`src/rtl/line_ctrl_pkg.sv`:
```
// Shared FSM encoding, datapath widths and the signed clamp used by the
// line steering controller.
package line_ctrl_pkg;
    typedef enum logic [1:0] {
        ST_STOP   = 2'd0,
        ST_TRACK  = 2'd1,
        ST_HOLD   = 2'd2,
        ST_SEARCH = 2'd3
    } steer_state_t;

    localparam int ERR_W = 12;
    localparam int SUM_W = 24;

    function automatic logic signed [SUM_W-1:0] sat_signed(
        input logic signed [SUM_W-1:0] val,
        input logic signed [SUM_W-1:0] lo,
        input logic signed [SUM_W-1:0] hi
    );
        logic signed [SUM_W-1:0] res;
        res = val;
        if (val < lo) begin
            res = lo;
        end else if (val > hi) begin
            res = hi;
        end
        return res;
    endfunction
endpackage

```
`src/rtl/pwm_gen.sv`:
```
// Free-running PWM generator whose duty is only taken up at a period boundary,
// so a duty change never shortens or stretches the period in progress.
module pwm_gen #(
    parameter int  PWM_PERIOD = 1024,
    localparam int PWM_W      = $clog2(PWM_PERIOD)
) (
    input  logic             clk,
    input  logic             rst_n,
    input  logic [PWM_W-1:0] duty,
    output logic             pwm
);
    logic [PWM_W-1:0] cnt_q;
    logic [PWM_W-1:0] cnt_next;
    logic [PWM_W-1:0] active_q;
    logic [PWM_W-1:0] active_next;
    logic             wrap;

    always_comb begin
        wrap        = (cnt_q == PWM_W'(PWM_PERIOD - 1));
        cnt_next    = wrap ? '0 : cnt_q + PWM_W'(1);
        active_next = wrap ? duty : active_q;
    end

    // Output is registered against the counter value it belongs to.
    always_ff @(posedge clk) begin
        if (!rst_n) begin
            cnt_q    <= '0;
            active_q <= '0;
            pwm      <= 1'b0;
        end else begin
            cnt_q    <= cnt_next;
            active_q <= active_next;
            pwm      <= (cnt_next < active_next);
        end
    end
endmodule

```
`src/rtl/line_steer_ctrl.sv`:
```
// Line-following steering controller: two-stage PD pipeline on the centroid
// error, a frame-counted line-loss FSM and two period-synchronous PWM outputs.
module line_steer_ctrl
    import line_ctrl_pkg::*;
#(
    parameter int  IMG_W         = 640,
    parameter int  KP            = 4,
    parameter int  KD            = 2,
    parameter int  FRAC_SHIFT    = 3,
    parameter int  STEER_MAX     = 300,
    parameter int  BASE_DUTY     = 600,
    parameter int  PWM_PERIOD    = 1024,
    parameter int  HOLD_FRAMES   = 4,
    parameter int  SEARCH_FRAMES = 30,
    parameter int  SEARCH_STEER  = 250,
    parameter int  SEARCH_DUTY   = 300,
    localparam int PWM_W         = $clog2(PWM_PERIOD)
) (
    input  logic               clk,
    input  logic               rst_n,
    input  logic               run_en,
    input  logic [10:0]        centroid_x,
    input  logic               line_valid,
    input  logic               line_lost,
    output logic signed [11:0] steer,
    output logic [PWM_W-1:0]   duty_left,
    output logic [PWM_W-1:0]   duty_right,
    output logic               cmd_valid,
    output logic [1:0]         state,
    output logic               pwm_left,
    output logic               pwm_right
);
    localparam int STEER_W = 12;
    localparam int CNT_W   = $clog2(HOLD_FRAMES + SEARCH_FRAMES + 1);
    localparam logic signed [SUM_W-1:0]   KP_S        = SUM_W'(KP);
    localparam logic signed [SUM_W-1:0]   KD_S        = SUM_W'(KD);
    localparam logic signed [SUM_W-1:0]   STEER_LIM   = SUM_W'(STEER_MAX);
    localparam logic signed [SUM_W-1:0]   BASE_S      = SUM_W'(BASE_DUTY);
    localparam logic signed [SUM_W-1:0]   SRCH_BASE_S = SUM_W'(SEARCH_DUTY);
    localparam logic signed [SUM_W-1:0]   DUTY_MAX    = SUM_W'(PWM_PERIOD - 1);
    localparam logic signed [STEER_W-1:0] SRCH_STEER  = STEER_W'(SEARCH_STEER);

    steer_state_t              state_q, state_next;
    logic [CNT_W-1:0]          lost_cnt_q, lost_cnt_next, lost_cnt_inc;
    logic                      s1_valid_q, s1_lost_q, frame_go;
    logic signed [ERR_W-1:0]   s1_err_q, prev_err_q, prev_eff;
    logic signed [ERR_W:0]     derr;
    logic signed [SUM_W-1:0]   pd_sum, pd_raw, pd_sat, base, steer_ext, left_full, right_full;
    logic signed [STEER_W-1:0] steer_q, steer_next;
    logic [PWM_W-1:0]          duty_left_q, duty_right_q, duty_left_next, duty_right_next;
    logic                      cmd_valid_q, load_duty, zero_duty;

    assign frame_go = run_en && s1_valid_q;

    // Stage 1: centre-referenced error and loss flag for the strobed frame.
    always_ff @(posedge clk) begin
        if (!rst_n) begin
            s1_valid_q <= 1'b0;
            s1_lost_q  <= 1'b0;
            s1_err_q   <= '0;
        end else begin
            s1_valid_q <= line_valid && run_en;
            s1_lost_q  <= line_lost;
            s1_err_q   <= ERR_W'({1'b0, centroid_x}) - ERR_W'(IMG_W / 2);
        end
    end

    always_ff @(posedge clk) begin
        if (!rst_n) begin
            state_q    <= ST_STOP;
            lost_cnt_q <= '0;
        end else begin
            state_q    <= state_next;
            lost_cnt_q <= lost_cnt_next;
        end
    end

    always_comb begin
        state_next    = state_q;
        lost_cnt_next = lost_cnt_q;
        lost_cnt_inc  = lost_cnt_q + CNT_W'(1);
        if (!run_en) begin
            state_next    = ST_STOP;
            lost_cnt_next = '0;
        end else if (s1_valid_q) begin
            if (!s1_lost_q) begin
                state_next    = ST_TRACK;
                lost_cnt_next = '0;
            end else begin
                case (state_q)
                    ST_TRACK: begin
                        state_next    = ST_HOLD;
                        lost_cnt_next = CNT_W'(1);
                    end
                    ST_HOLD: begin
                        if (lost_cnt_inc >= CNT_W'(HOLD_FRAMES)) begin
                            state_next    = ST_SEARCH;
                            lost_cnt_next = '0;
                        end else begin
                            lost_cnt_next = lost_cnt_inc;
                        end
                    end
                    ST_SEARCH: begin
                        if (lost_cnt_inc >= CNT_W'(SEARCH_FRAMES)) begin
                            state_next    = ST_STOP;
                            lost_cnt_next = '0;
                        end else begin
                            lost_cnt_next = lost_cnt_inc;
                        end
                    end
                    default: lost_cnt_next = '0;
                endcase
            end
        end
    end

    // Stage 2: PD law and duty mixing. Re-entering TRACK seeds the previous
    // error with the current one so the derivative term starts at zero.
    always_comb begin
        prev_eff  = (state_q == ST_TRACK) ? prev_err_q : s1_err_q;
        derr      = (ERR_W + 1)'(s1_err_q) - (ERR_W + 1)'(prev_eff);
        pd_sum    = KP_S * SUM_W'(s1_err_q) + KD_S * SUM_W'(derr);
        pd_raw    = pd_sum >>> FRAC_SHIFT;
        pd_sat    = sat_signed(pd_raw, -STEER_LIM, STEER_LIM);
        steer_next = steer_q;
        base       = BASE_S;
        load_duty  = 1'b0;
        zero_duty  = !run_en;
        if (!run_en) begin
            steer_next = '0;
        end else if (s1_valid_q) begin
            case (state_next)
                ST_TRACK: begin
                    steer_next = STEER_W'(pd_sat);
                    load_duty  = 1'b1;
                end
                ST_HOLD: ;
                ST_SEARCH: begin
                    steer_next = prev_err_q[ERR_W-1] ? -SRCH_STEER : SRCH_STEER;
                    base       = SRCH_BASE_S;
                    load_duty  = 1'b1;
                end
                default: begin
                    steer_next = '0;
                    zero_duty  = 1'b1;
                end
            endcase
        end
        steer_ext  = SUM_W'(steer_next);
        left_full  = sat_signed(base + steer_ext, '0, DUTY_MAX);
        right_full = sat_signed(base - steer_ext, '0, DUTY_MAX);
        duty_left_next  = zero_duty ? '0 : (load_duty ? PWM_W'(left_full)  : duty_left_q);
        duty_right_next = zero_duty ? '0 : (load_duty ? PWM_W'(right_full) : duty_right_q);
    end

    always_ff @(posedge clk) begin
        if (!rst_n) begin
            steer_q      <= '0;
            duty_left_q  <= '0;
            duty_right_q <= '0;
            cmd_valid_q  <= 1'b0;
            prev_err_q   <= '0;
        end else begin
            steer_q      <= steer_next;
            duty_left_q  <= duty_left_next;
            duty_right_q <= duty_right_next;
            cmd_valid_q  <= frame_go;
            if (frame_go && !s1_lost_q) begin
                prev_err_q <= s1_err_q;
            end
        end
    end

    assign steer      = steer_q;
    assign duty_left  = duty_left_q;
    assign duty_right = duty_right_q;
    assign cmd_valid  = cmd_valid_q;
    assign state      = state_q;

    pwm_gen #(.PWM_PERIOD(PWM_PERIOD)) u_pwm_left (
        .clk   (clk),
        .rst_n (rst_n),
        .duty  (duty_left_q),
        .pwm   (pwm_left)
    );

    pwm_gen #(.PWM_PERIOD(PWM_PERIOD)) u_pwm_right (
        .clk   (clk),
        .rst_n (rst_n),
        .duty  (duty_right_q),
        .pwm   (pwm_right)
    );
endmodule
```
`config.mk`:
```
export PLATFORM = sky130hd
export DESIGN_NAME = line_steer_ctrl
export DESIGN_NICKNAME = d
export VERILOG_FILES = /design/src/rtl/line_ctrl_pkg.sv /design/src/rtl/pwm_gen.sv /design/src/rtl/line_steer_ctrl.sv
export SDC_FILE = /design/constraint.sdc
export NUM_CORES = 1
export LEC_CHECK = 0
export BUFFER_PORTS_ARGS = -buffer_cell sky130_fd_sc_hd__buf_2
export CAP_MARGIN = 20
export CELL_PAD_IN_SITES_DETAIL_PLACEMENT = 2
export CELL_PAD_IN_SITES_GLOBAL_PLACEMENT = 2
export CORE_ASPECT_RATIO = 0.75
export CORE_MARGIN = 2
export CORE_UTILIZATION = 41
export CTS_BUF_LIST = sky130_fd_sc_hd__clkbuf_4
export DETAILED_ROUTE_END_ITERATION = 16
export PLACE_DENSITY_LB_ADDON = 0.15
export SYNTH_ARGS = -nofsm -noshare
export SYNTH_HDL_FRONTEND = slang
export SYNTH_SLANG_ARGS = --single-unit
```
`constraint.sdc`:
```
create_clock -name clk -period 13.95 [get_ports clk]
set_input_delay 2.79 -clock clk [delete_from_list [all_inputs] [get_ports clk]]
set_output_delay 2.79 -clock clk [all_outputs]
set_load 0.01 [all_outputs]
```
# Yosys cells after proc, flatten, opt, wreduce, memory -nomap -nowiden
# Index checks and enable logic that the tools add are counted.
dict set report op_classes {
  add_sub_neg 8
  n_mux 34
  reduce_logical 9
  n_lt_le_gt_ge 10
  eq_ne 8
  n_bitwise 1
}
# op count
set ops {}
lappend ops {{$mux 10} 11}
lappend ops {{$mux 12} 6}
lappend ops {{$pmux 12 s3} 1}
lappend ops {{$gt 13x11->1 const B} 2}
lappend ops {{$lt 13x1->1 const B} 2}
lappend ops {{$add 10x1->10 const B} 2}
lappend ops {{$eq 10x10->1 const B} 2}
lappend ops {{$lt 10x10->1} 2}
lappend ops {{$mux 6} 3}
lappend ops {{$pmux 6 s3} 1}
lappend ops {{$add 14x14->15} 1}
lappend ops {{$add 11x12->13} 1}
lappend ops {{$sub 11x12->13} 1}
lappend ops {{$sub 12x12->13} 1}
lappend ops {{$gt 12x10->1 const B} 1}
lappend ops {{$lt 12x10->1 const B} 1}
lappend ops {{$sub 11x9->12 const B} 1}
lappend ops {{$mux 2} 5}
lappend ops {{$eq 2x2->1 const B} 4}
lappend ops {{$add 6x1->6 const B} 1}
lappend ops {{$ge 6x3->1 const B} 1}
lappend ops {{$ge 6x5->1 const B} 1}
lappend ops {{$mux 1} 6}
lappend ops {{$pmux 2 s3} 1}
lappend ops {{other kinds (7)} 12}
dict set report word_totals {
  ff_bits 109
  out_inout_bits 37
}

# Logic depth before layout (Yosys ltp)
# Gate-level depths: netlist (run 1).
dict set report logic_depth {
  word_depth 15
  ltp_mapped 40
  depth_no_buf 37
}

# By module
# Synthesis (run 1) repeated with hierarchy kept, for this count alone.
dict set report unflattened {
  cells_unflattened 868
  area_unflattened_um2 7397.1
}
# mod cells_each area_per_inst_um2 seq_area_each_um2 instances
set modules_own_cells {}
lappend modules_own_cells {line_steer_ctrl 650 5227.5 1341.3 1}
lappend modules_own_cells {pwm_gen 109 1084.8 420.4 2}

# Least setup slack after synthesis (run 1)
# No wires, ideal clock.
dict set report synth_timing {
  path_type {register to register}
  from {register state_q[1] (netlist: state[1])}
  to {register duty_left_q[5] (netlist: duty_left[5])}
  setup_ps 70
  path_slack_ps 5623
  arrival_time_ps 8257
  required_ps 13880
  path_stages_with_launch 40
  n_path_buf 3
  path_cell_list {dfxtp_1 clkbuf_1 nand2b_1 clkbuf_1 buf_1 mux2i_1 ha_1 a21oi_1 nor2b_1 o21a_1 o21a_1 o21a_1 o21a_1 o21a_1 o21a_1 o21a_1 o21a_1 or4b_1 (+4 left out) a2111oi_4 or2_2 o21ai_0 a211o_1 nand4_1 a21boi_0 inv_1 ha_1 o21bai_1 a21oi_1 nor2_1 nor2_1 or4_4 nand3_1 o21ai_0 nor3b_2 o21ai_0 a21oi_1}
}
dict set report synth_via {
  elab_chain_cells 14
}
# element line_no
set synth_lines {}
lappend synth_lines {{from (decl)} line_steer_ctrl.sv:43} ;# steer_state_t state_q, state_next;
lappend synth_lines {{from (signal assigned)} line_steer_ctrl.sv:73} ;# state_q <= state_next;
lappend synth_lines {{$eq 2x1->1} {line_steer_ctrl.sv:90, line_steer_ctrl.sv:120}}
lappend synth_lines {{$mux 12} line_steer_ctrl.sv:120} ;# prev_eff = (state_q == ST_TRACK) ? prev_err_q : s1_err_q;
lappend synth_lines {{$sub 12x12->13} line_steer_ctrl.sv:121} ;# derr = (ERR_W + 1)'(s1_err_q) - (ERR_W + 1)'(prev_eff);
lappend synth_lines {{$add 14x14->15} line_steer_ctrl.sv:122} ;# pd_sum = KP_S * SUM_W'(s1_err_q) + KD_S * SUM_W'(derr);
lappend synth_lines {{$gt 12x10->1} line_ctrl_pkg.sv:23} ;# end else if (val > hi) begin
lappend synth_lines {{$mux 12} line_ctrl_pkg.sv:23}
lappend synth_lines {{$mux 12} line_ctrl_pkg.sv:21} ;# if (val < lo) begin
lappend synth_lines {{$pmux 12 s3} line_steer_ctrl.sv:132} ;# case (state_next)
lappend synth_lines {{$mux 12} line_steer_ctrl.sv:131} ;# end else if (s1_valid_q) begin
lappend synth_lines {{$mux 12} line_steer_ctrl.sv:129} ;# if (!run_en) begin
lappend synth_lines {{$add 11x12->13} line_steer_ctrl.sv:150} ;# left_full = sat_signed(base + steer_ext, '0, DUTY_MAX);
lappend synth_lines {{$gt 13x11->1} line_ctrl_pkg.sv:23}
lappend synth_lines {{$mux 10} line_ctrl_pkg.sv:23}
lappend synth_lines {{$mux 10} line_ctrl_pkg.sv:21}
lappend synth_lines {{to (signal assigned)} line_steer_ctrl.sv:165} ;# duty_left_q <= duty_left_next;
lappend synth_lines {{to (decl)} line_steer_ctrl.sv:50} ;# logic [PWM_W-1:0] duty_left_q, duty_right_q, duty_left_next, duty_right_next;
# Several ways; a longest one is shown, not always the timed one.
# A chain may end at the register's enable or synchronous reset.

# Worst setup path after layout (run 1)
dict set report layout_timing {
  from {register state_q[1] (netlist: state[1])}
  to {register duty_left_q[0] (netlist: duty_left[0])}
}
# The elaborated chain is that of the path after synthesis.

==> metrics.txt, run 1 <==
run status=completed; Clock Skew=~0.036 ns; I/O Pins=53; design area=~7500 um^2; Clock Sinks=between 100 and 150; CTS tree=yes; pwr dens=just under 100 nW/um^2; vias in the first global route=just under 7000; number of port buffers=52; Layout Nets=948; final WL=~23000 um; yosys warns=0; CP max FO=13; number of flops mapped to enable cells by yosys=0; critical path class=reg -> reg; Final setup viols=0; CP Capture Type=flop; Min Hold Slack=roughly 0.47 ns; Pins Over Slew Limit=0; area of the core=between 15000 and 20000 um^2; CTS max path bufs=2; Max H-tree Level=3; CP max stage cell=nand2b_1; grt ovf=0; 1st-pass router iterations=4; via count=about 6400; CP Data Required Time=14.36 ns; pin count of the biggest net entering global routing=62; Placed Instances=1074; DRC=0; Reg area=around 2200 um^2; Final min period=slightly above 9 ns; area grow syn2layout=7.41%; Slew @ Worst Pin=around 1.1 ns; Post-Syn Area=7010 um^2; DP Area=roughly 7400 um^2; ANT cells=0; DR vias/cell=~5.9; Mapped Nets=around 920; relative slew slack=between 20% and 30%; register area share after synthesis=between 30% and 40%; Avg Cell Area, Syn=about 8.4 um^2; max frequency=around 110 MHz; area of the multi-input gates=~4600 um^2; Die Y=roughly 120 um; Fin Setup TNS=0 ns; clock transition at the registers of the reported paths=0.17 ns; DPL Wire Length=around 18000 um; post_cts resized=0; Post-synth top flop=dfxtp_1; average wire per standard cell=21.2 um; cts hold-fix bufs=0; Worst path most repeated cell=o21a_1; total track usage=between 20% and 30%; Synth cell types=87; remaining antenna violation count=0; final period utilization=67.1%; clk_lat worst skew=0.51 ns; flops & latches, synth=109; fillcell total=around 1900; Lkg Pwr=around 3.3 nW; Post-Synthesis Cells=approximately 840; FFs w/ async S/R, synth=0%; max-cap check violation count=0; Post-CTS Setup Bufs=0; share of layout cells above drive strength 1=11.6%; Arr. time, crit path=just under 10 ns; worst min-delay path class=reg -> reg; first-pass GRT wire length=36800 um; die width=about 150 um; final hold vios=0; slowest cell delay on critical path=a little over 0.7 ns; cts bufs inserted=9; routability congestion estimate=0.873; initial drt markers=262; die area=between 15000 and 20000 um^2; Root Driver=clkbuf_4; crit start category=flop; non-filler instance count after layout=around 1100; initial antenna violation count=0; RSZ-0062 raised after global routing=false; row cnt=just over 40; peak supply drop=37.4 uV; Design Power=approximately 730 uW; Initial Utilization=between 40% and 50%
[layout make-up]
class / instances / area share, %
tap: 215 / 3.57
clock buffer: 10 / 0.998
clock inverter: 4 / 0.682
timing repair buffer: 54 / 3.66
inverter: 29 / 1.45
sequential: 109 / 29.0
multi-input combinational: 667 / 60.6
[layout by cell type (no fill, tap or decap), types with 4 or more instances in the layout]
master    synthesis  final
dfxtp_1         109    109
nor2_1           94     94
nand2_1          76     76
ha_1             61     61
buf_2             3     52
a21oi_1          51     51
o21ai_0          44     44
and2_1           32     32
mux2i_1          29     29
inv_1            28     28
nor3_1           28     28
o21a_1           18     18
xor2_1           17     17
nand3_1          16     16
xnor2_1          15     15
a21o_1           12     12
and3_1           11     11
a31oi_1          11     11
nor2b_1          10     10
clkbuf_4          0     10
o211ai_1          9      9
nand4_1           7      7
or3_1             7      7
or2_2             7      7
nand2b_1          6      6
a211o_1           6      6
a211oi_1          6      6
nor3b_1           5      5
o31ai_1           5      5
nor4_1            4      4
o211a_1           4      4
a211oi_2          4      4
[cells by family (layout without fill, tap and decap cells)]
family	Yosys count	in the layout	synth area share (%)
simple gates	319	319	22.3
compound gates	224	224	23.3
flops	109	109	31.1
fa+ha+maj	62	62	11.2
buf+inv	62	97	3.71
xor+xnor	32	32	4.00
mux	30	30	4.36
[registers in the layout, summed over array words and instances, names as in the netlist]
register / flops
u_pwm_right.active_q: 10
u_pwm_left.cnt_q: 10
state: 2
u_pwm_right.pwm: 1
s1_err_q: 12
duty_right: 10
lost_cnt_q: 6
prev_err_q: 12
s1_lost_q: 1
s1_valid_q: 1
u_pwm_left.active_q: 10
u_pwm_right.cnt_q: 10
u_pwm_left.pwm: 1
duty_left: 10
steer: 12
cmd_valid: 1
[metrics by stage]
stage	utilization, %	worst slack [ns]
after global routing	44.9	3.72
after floorplan	-	5.62
after global placement	44.1	5.18
final	44.9	4.59
after CTS	44.9	4.52
after detailed placement	44.1	4.64
[report_power, final]
| group | total, mW | internal [mW] | switching [mW] |
|---|---|---|---|
| clock network | 0.165 | 0.0549 | 0.111 |
| registers | 0.326 | 0.318 | 0.00773 |
| logic | 0.243 | 0.0919 | 0.151 |
[routing by layer]
layer  GRT usage, %  part of all wire, %  up-vias
li1               -                    -     3087
met4           5.56                  1.2        0
met2           44.4                   46      104
met3           4.46                  4.0       26
met1           34.4                   49     3149
met5              0                    0        -
[path summary, 6_finish.rpt]
path            startpoint            end  slack (ns)  depth (start not counted)
min          prev_err_q[1]  prev_err_q[1]        0.47                          2
max               state[1]   duty_left[0]        4.59                         36
min reg2reg  prev_err_q[1]  prev_err_q[1]        0.47                          2
max reg2reg       state[1]   duty_left[0]        4.59                         36
[cell usage after synthesis, types with 4 or more instances]
cell | number | area [um^2]
dfxtp_1 | 109 | 2180
nor2_1 | 94 | 353
nand2_1 | 76 | 285
ha_1 | 61 | 763
a21oi_1 | 51 | 255
o21ai_0 | 44 | 220
and2_1 | 32 | 200
mux2i_1 | 29 | 290
inv_1 | 28 | 105
nor3_1 | 28 | 140
clkbuf_1 | 22 | 82.6
o21a_1 | 18 | 135
xor2_1 | 17 | 149
nand3_1 | 16 | 80.1
xnor2_1 | 15 | 131
a21o_1 | 12 | 90.1
a31oi_1 | 11 | 68.8
and3_1 | 11 | 68.8
nor2b_1 | 10 | 62.6
o211ai_1 | 9 | 67.6
nand4_1 | 7 | 43.8
or2_2 | 7 | 43.8
or3_1 | 7 | 43.8
a211o_1 | 6 | 52.6
a211oi_1 | 6 | 45.0
nand2b_1 | 6 | 37.5
nor3b_1 | 5 | 37.5
o31ai_1 | 5 | 37.5
a211oi_2 | 4 | 50.1
nor4_1 | 4 | 25.0
o211a_1 | 4 | 40.0
[worst max-delay path, delay by kind of cell (launching register included)]
family / cells / cell delay [ns]
AO/OA/AOI/OAI: 19 / 3.78
AND/OR/NAND/NOR: 12 / 3.53
adder cells (fa/ha/maj): 3 / 1.00
flip-flops: 1 / 0.56
multiplexers: 1 / 0.28
buffers and inverters: 1 / 0.12
Power figures use the tool's default switching activity.
==> inputs of run 2 (changes only) <==
--- a/config.mk
+++ b/config.mk
@@ -11,7 +11,7 @@
 export CELL_PAD_IN_SITES_GLOBAL_PLACEMENT = 2
 export CORE_ASPECT_RATIO = 0.75
 export CORE_MARGIN = 2
-export CORE_UTILIZATION = 41
+export CORE_UTILIZATION = 35
 export CTS_BUF_LIST = sky130_fd_sc_hd__clkbuf_4
 export DETAILED_ROUTE_END_ITERATION = 16
 export PLACE_DENSITY_LB_ADDON = 0.15
==> constraint.sdc (replaced) <==
create_clock -name clk -period 8.2 [get_ports clk]
set_input_delay 1.64 -clock clk [delete_from_list [all_inputs] [get_ports clk]]
set_output_delay 1.64 -clock clk [all_outputs]
set_load 0.01 [all_outputs]
==> metrics.txt, run 2 (same netlist as run 1, synthesis figures left out) <==
max frequency=130 MHz (+21%); share of layout cells above drive strength 1=14.0% (+2.4 points); Worst Min Path Start=prev_err_q[2]; remaining antenna violation count=0 (unchanged); Pins Over Slew Limit=0 (unchanged); peak supply drop=83.3 uV (+120%); Max H-tree Level=3 (unchanged); Final min period=7.71 ns (-1.65 ns); Min Hold Slack=0.474 ns (+0.00205 ns); DPL Wire Length=18200 um (+2.2%); relative slew slack=30.9% (+6.7 points); die width=167 um (+8.0%); Root Driver=clkbuf_4; Final Worst Setup Slack=0.492 ns (-4.10 ns); CTS tree=yes; Placed Instances=1122 (+4.5%); Design Power=1.34 mW (+82%); via count=6418 (+0.82%); CP max FO=10 (-3); commonest non-fill, non-tap cell in the layout=dfxtp_1; Final Util=39.9% (-5.0 points); Setup WS pre-CTS=-0.433 ns (-5.07 ns); critical path class=reg -> reg; Die Y=127 um (+8.0%); clk_lat worst skew=0.51 ns (about the same); combinational share of power=33.4% (+0.3 points); final hold vios=0 (unchanged); Fin Setup TNS=0 ns (unchanged); I/O Pins=53 (unchanged); Hold Path End=prev_err_q[2]; violated checks=DRC; first-pass GRT wire length=38800 um (+5.5%); Reg power frac=41.5% (-2.9 points); Final setup viols=0 (unchanged); Lkg Pwr=3.36 nW (+3.1%); reg2reg setup slack=0.49 ns (-4.10 ns); routability congestion estimate=0.888 (+1.7%); cts bufs inserted=9 (unchanged); total track usage=22.8% (-3.0 points); worst min-delay path class=reg -> reg; row cnt=44 (+7.3%); initial drt markers=308 (+18%); non-filler instance count after layout=1141 (+4.9%); 1st-pass router iterations=11 (+7); Clock power frac=25.1% (+2.6 points); cts hold-fix bufs=0 (unchanged); clock transition at the registers of the reported paths=0.19 ns (+0.02 ns); Pint=844 uW (+82%); max-cap check violation count=0 (unchanged); Layout Nets=961 (+1.4%); Register-to-Register Path Depth=33 (-8.3%); Hold Path Stages=2 (unchanged); number of port buffers=52 (unchanged); DP Area=7520 um^2 (+1.7%); final period utilization=94.0% (+27 points); FF-to-FF Start=state[1]; area grow syn2layout=11.0%; most frequent cells in the layout=dfxtp_1 (109), nor2_1 (94), nand2_1 (76); DR vias/cell=5.62 (-3.9%); initial antenna violation count=0 (unchanged); Clock Sinks=109 (unchanged); run status=finished with violations; CTS max path bufs=2 (unchanged); Worst path most repeated cell=o21a_1; ANT cells=0 (unchanged); die area=21200 um^2 (+17%); average wire per standard cell=20.4 um (-3.4%); crit start category=flop; worst r2r dst=duty_right[1]; CP max stage cell=or4b_1; CP Data Required Time=8.62 ns (-5.74 ns); slowest cell delay on critical path=0.47 ns (-0.24 ns); CP Capture Type=flop; Initial Utilization=36.0% (-5.8 points); DRC=4 (+4); vias in the first global route=6926 (+0.57%); sw power=491 uW (+82%); area of the core=19500 um^2 (+16%); design area=7780 um^2 (+3.3%); grt ovf=0 (unchanged); Net Sw Frac=36.8% (+0.073 points); Clock Skew=0.0292 ns (-0.00654 ns); pin count of the biggest net entering global routing=33 (-47%); pwr dens=172 nW/um^2 (+76%); final WL=23300 um (+1.3%); Arr. time, crit path=8.13 ns (-1.64 ns); Slew @ Worst Pin=1.03 ns (-0.105 ns)
-- run 2: worst max-delay path, delay by kind of cell (launching register included) --
family,cells,cell delay [ns]
AOI/OAI and AO/OA,21,4.64
adders and majority gates,3,0.89
buffers and inverters,2,0.26
DFF,1,0.34
muxes,1,0.14
and+or+nand+nor,6,1.37
-- run 2: worst max-delay path by stage --
| stage | from | endpoint | slack, ns | depth (start not counted) |
|---|---|---|---|---|
| after detailed placement | state[1] | duty_left[3] | -0.43 | 36 |
| after global routing | state[1] | duty_left[9] | -0.03 | 36 |
| after global placement | state[1] | duty_left[5] | 0.20 | 36 |
| after floorplan | state[1] | duty_left[5] | 0.07 | 39 |
| after CTS | state[1] | duty_right[1] | 0.08 | 33 |
| final | state[1] | duty_right[1] | 0.49 | 33 |
-- run 2: final cells by class --
cell class	instances	area, um^2
Multi-Input combinational cell	667	4630
Clock inverter	5	81.3
Timing Repair Buffer	67	373
Fill cell	2240	11700
Tap cell	253	317
Inverter	29	109
Clock buffer	11	82.6
Sequential cell	109	2180
-- run 2: layer usage --
layer / share of wire (%) / GRT usage (%) / vias to the layer above / routed length [um]
met5: 0 / 0 / - / 0
met2: 45 / 36.9 / 78 / 10500
met4: 0.70 / 3.73 / 0 / 163
met1: 52 / 32.9 / 3211 / 12100
met3: 2.7 / 3.15 / 12 / 632
li1: - / - / 3117 / -
-- run 2: timing repair --
action / 4_1_cts / 5_1_grt
endpoints found under the setup margin: 12 / 20
pin swaps: 1 / 3
setup buffers: 1 / 2
endpoints found under the hold margin: 0 / 0
resized for setup: 3 / 12
-- run 2: power groups by stage --
stage / Sequential [mW] / Clock [mW] / Combinational (mW)
5_1_grt: 0.556 / 0.362 / 0.492
6_report: 0.554 / 0.335 / 0.447
3_5_place_dp: 0.565 / 0 / 0.413
2_1_floorplan: 0.562 / 0 / 0.305
3_3_place_gp: 0.564 / 0 / 0.392
4_1_cts: 0.554 / 0.344 / 0.420
==> inputs of run 3 (changes only) <==
--- a/config.mk
+++ b/config.mk
@@ -14,7 +14,9 @@
 export CORE_UTILIZATION = 35
 export CTS_BUF_LIST = sky130_fd_sc_hd__clkbuf_4
 export DETAILED_ROUTE_END_ITERATION = 16
-export PLACE_DENSITY_LB_ADDON = 0.15
+export GPL_TIMING_DRIVEN = 1
+export PLACE_DENSITY = 0.88
 export SYNTH_ARGS = -nofsm -noshare
 export SYNTH_HDL_FRONTEND = slang
+export SYNTH_HIERARCHICAL = 1
 export SYNTH_SLANG_ARGS = --single-unit
==> metrics.txt, run 3 <==
DP Area=7900 um^2 (+5.0%); pin count of the biggest net entering global routing=79 (+140%); fillcell total=2377 (+6.1%); remaining antenna violation count=0 (unchanged); Hold Path Stages=2 (unchanged); sw power=547 uW (+12%); 1st-pass router iterations=5 (-6); slowest cell delay on critical path=0.60 ns (+0.13 ns); Max H-tree Level=3 (unchanged); total track usage=21.6% (-1.2 points); Stages on worst setup path=37 (+12%); max frequency=120 MHz (-7.5%); Avg Cell Area, Syn=8.52 um^2 (+1.9%); Pint=805 uW (-4.7%); most instantiated library cell after synthesis=dfxtp_1; number of flops mapped to enable cells by yosys=0 (unchanged); clock transition at the registers of the reported paths=0.21 ns (+0.02 ns); grt ovf=0 (unchanged); yosys warns=6 (+6); DRC=0 (-4); Layout Nets=1000 (+4.1%); violated checks=setup timing; CP Capture Type=flop; Final setup viols=10 (+10); Clock power frac=21.2% (-3.9 points); register area share after synthesis=29.5% (-1.6 points); CTS tree=yes; commonest non-fill, non-tap cell in the layout=dfxtp_1; Net Sw Frac=40.5% (+3.7 points); initial antenna violation count=2 (+2); Slew @ Worst Pin=1.05 ns (+0.0190 ns); Clock Sinks=109 (unchanged); critical path class=reg -> reg; Synth cell types=85 (-2.3%); Arr. time, crit path=8.79 ns (+0.66 ns); most frequent cells in the layout=dfxtp_1 (108), nand2_1 (82), a21oi_1 (62); cts bufs inserted=9 (unchanged); area grow syn2layout=13.1%; Register-to-Register Path Depth=37 (+12%); Mapped Nets=947 (+3.4%); Synth top area share=29.5% (-1.6 points); Reg power frac=41.0% (-0.5 points); die width=172 um (+2.7%); routability congestion estimate=0.855 (-3.7%); Die Y=130 um (+2.7%); final hold vios=0 (unchanged); I/O Pins=53 (unchanged); average wire per standard cell=23.1 um (+13%); Buf/Inv on CP=2 (unchanged); Pins Over Slew Limit=0 (unchanged); Lkg Pwr=3.43 nW (+1.9%); Yosys top cell by area=dfxtp_1; Root Driver=clkbuf_4; Post-synth top flop=dfxtp_1; CP Data Required Time=8.65 ns (+0.03 ns); DR vias/cell=5.87 (+4.3%); DPL Wire Length=18100 um (-0.62%); clk_lat worst skew=0.54 ns (+0.03 ns); design area=8370 um^2 (+7.6%); vias in the first global route=7006 (+1.2%); combinational share of power=37.7% (+4.3 points); Post-Synthesis Cells=868 (+3.6%); number of port buffers=52 (unchanged); relative slew slack=29.2% (-1.7 points); share of layout cells above drive strength 1=18.1% (+4.2 points); Worst path most repeated cell=o21a_1; pwr dens=162 nW/um^2 (-5.9%); first-pass GRT wire length=38200 um (-1.6%); synth top area cells=dfxtp_1 (29%), ha_1 (10%), a21oi_1 (4.4%), mux2i_1 (4.3%), nand2_1 (4.2%); Initial Utilization=35.3% (-0.64 points); worst min-delay path class=reg -> reg; Final min period=8.33 ns (+0.626 ns); area of the core=21000 um^2 (+7.5%); delay-heaviest family, CP=compound AO/OA/AOI/OAI gates; final WL=28100 um (+21%); CP max stage cell=or4b_2; crit start category=flop; Clock Skew=0.0383 ns (+0.00907 ns); initial drt markers=487 (+58%); Post-Syn Area=7400 um^2 (+5.6%); CP max FO=6 (-4); FFs w/ async S/R, synth=0% (unchanged); flops & latches, synth=109 (unchanged); row cnt=46 (+4.5%); max-cap check violation count=0 (unchanged); via count=7126 (+11%); Fin Setup TNS=-0.507 ns (-0.507 ns); top post-synthesis cells by count=dfxtp_1 (109), nand2_1 (83), a21oi_1 (65), ha_1 (62), nor2_1 (61); CTS max path bufs=2 (unchanged); die area=22300 um^2 (+5.4%); Final Worst Setup Slack=-0.134 ns (-0.626 ns); Design Power=1.35 mW (+1.3%); peak supply drop=70.7 uV (-15%); final period utilization=102% (+7.6 points); run status=finished with violations
## run 3: changes by cell type after synthesis, sizes merged, moves of 12 or more
cell / previous run / this run
nor2: 94 / 61
nor2b: 10 / 39
o21ai: 46 / 22
a21oi: 52 / 68
nor3: 28 / 12
a311oi: 2 / 14
## run 3: final timing paths
check | start | end | slack (ns)
max reg2reg | state[1] | duty_right[9] | -0.13
min reg2reg | prev_err_q[9] | prev_err_q[9] | 0.49
min | prev_err_q[9] | prev_err_q[9] | 0.49
max | state[1] | duty_right[9] | -0.13
## run 3: power groups by stage
| stage | logic [mW] | registers (mW) | clock network [mW] |
|---|---|---|---|
| after floorplan | 0.303 | 0.561 | 0 |
| after global placement | 0.387 | 0.564 | 0 |
| after detailed placement | 0.399 | 0.565 | 0 |
| after CTS | 0.405 | 0.554 | 0.293 |
| after global routing | 0.547 | 0.557 | 0.313 |
| final | 0.510 | 0.555 | 0.287 |
## run 3: cells by family (layout without fill, tap and decap cells)
family / count (synthesis) / after routing / share of synthesized area, %
other: 0 / 1 / 0
XOR/XNOR: 35 / 35 / 4.14
flip-flops: 109 / 109 / 29.5
adder cells (fa/ha/maj): 63 / 63 / 10.8
AO/OA/AOI/OAI: 239 / 240 / 23.9
multiplexers: 32 / 32 / 4.33
buffers and inverters: 71 / 128 / 4.28
AND/OR/NAND/NOR: 319 / 319 / 23.1
## run 3: worst min-delay path: cells and delay by family, from the launching register on
kind             cells  cell delay, ns
AND/OR/NAND/NOR      1            0.05
AO/OA/AOI/OAI        1            0.06
flip-flops           1            0.34
## run 3: cell type report
type	instances	area (um^2)	area share (%)
clock buffers	9	67.6	0.807
repair buffers	78	468	5.59
well taps	288	360	4.31
diodes	1	2.50	0.0299
clock inverters	7	55.1	0.658
flip-flops and latches	109	2180	26.1
multi-input cells	689	5100	61.0
inverters	34	128	1.52
## run 3: timing repair
item / CTS / global route
buffers inserted: 0 / 17
cloned: 0 / 1
resized for setup: 2 / 40
pin swaps: 0 / 17
endpoints found under the setup margin: 13 / 20
hold buffers: 0 / 0
## run 3: through the flow
| stage | hold slack [ns] | std cells | setup WS, ns | util, % |
|---|---|---|---|---|
| 3_3_place_gp | 0.453 | 1180 | 0.453 | 37.7 |
| 4_1_cts | 0.491 | 1196 | 0.0176 | 38.3 |
| 3_5_place_dp | 0.468 | 1180 | -0.0939 | 37.7 |
| 2_1_floorplan | 0.438 | 868 | 0.307 | - |
| 5_1_grt | 0.517 | 1215 | -0.578 | 39.9 |
| 6_report | 0.487 | 1215 | -0.134 | 39.9 |
## run 3: layer usage
metal | routed length, um | global-route usage (%) | vias to the layer above
met3 | 1120 | 3.18 | 47
met4 | 675 | 5.04 | 0
met1 | 13000 | 30.5 | 3635
li1 | - | - | 3265
met2 | 13400 | 35.0 | 179
met5 | 0 | 0 | -
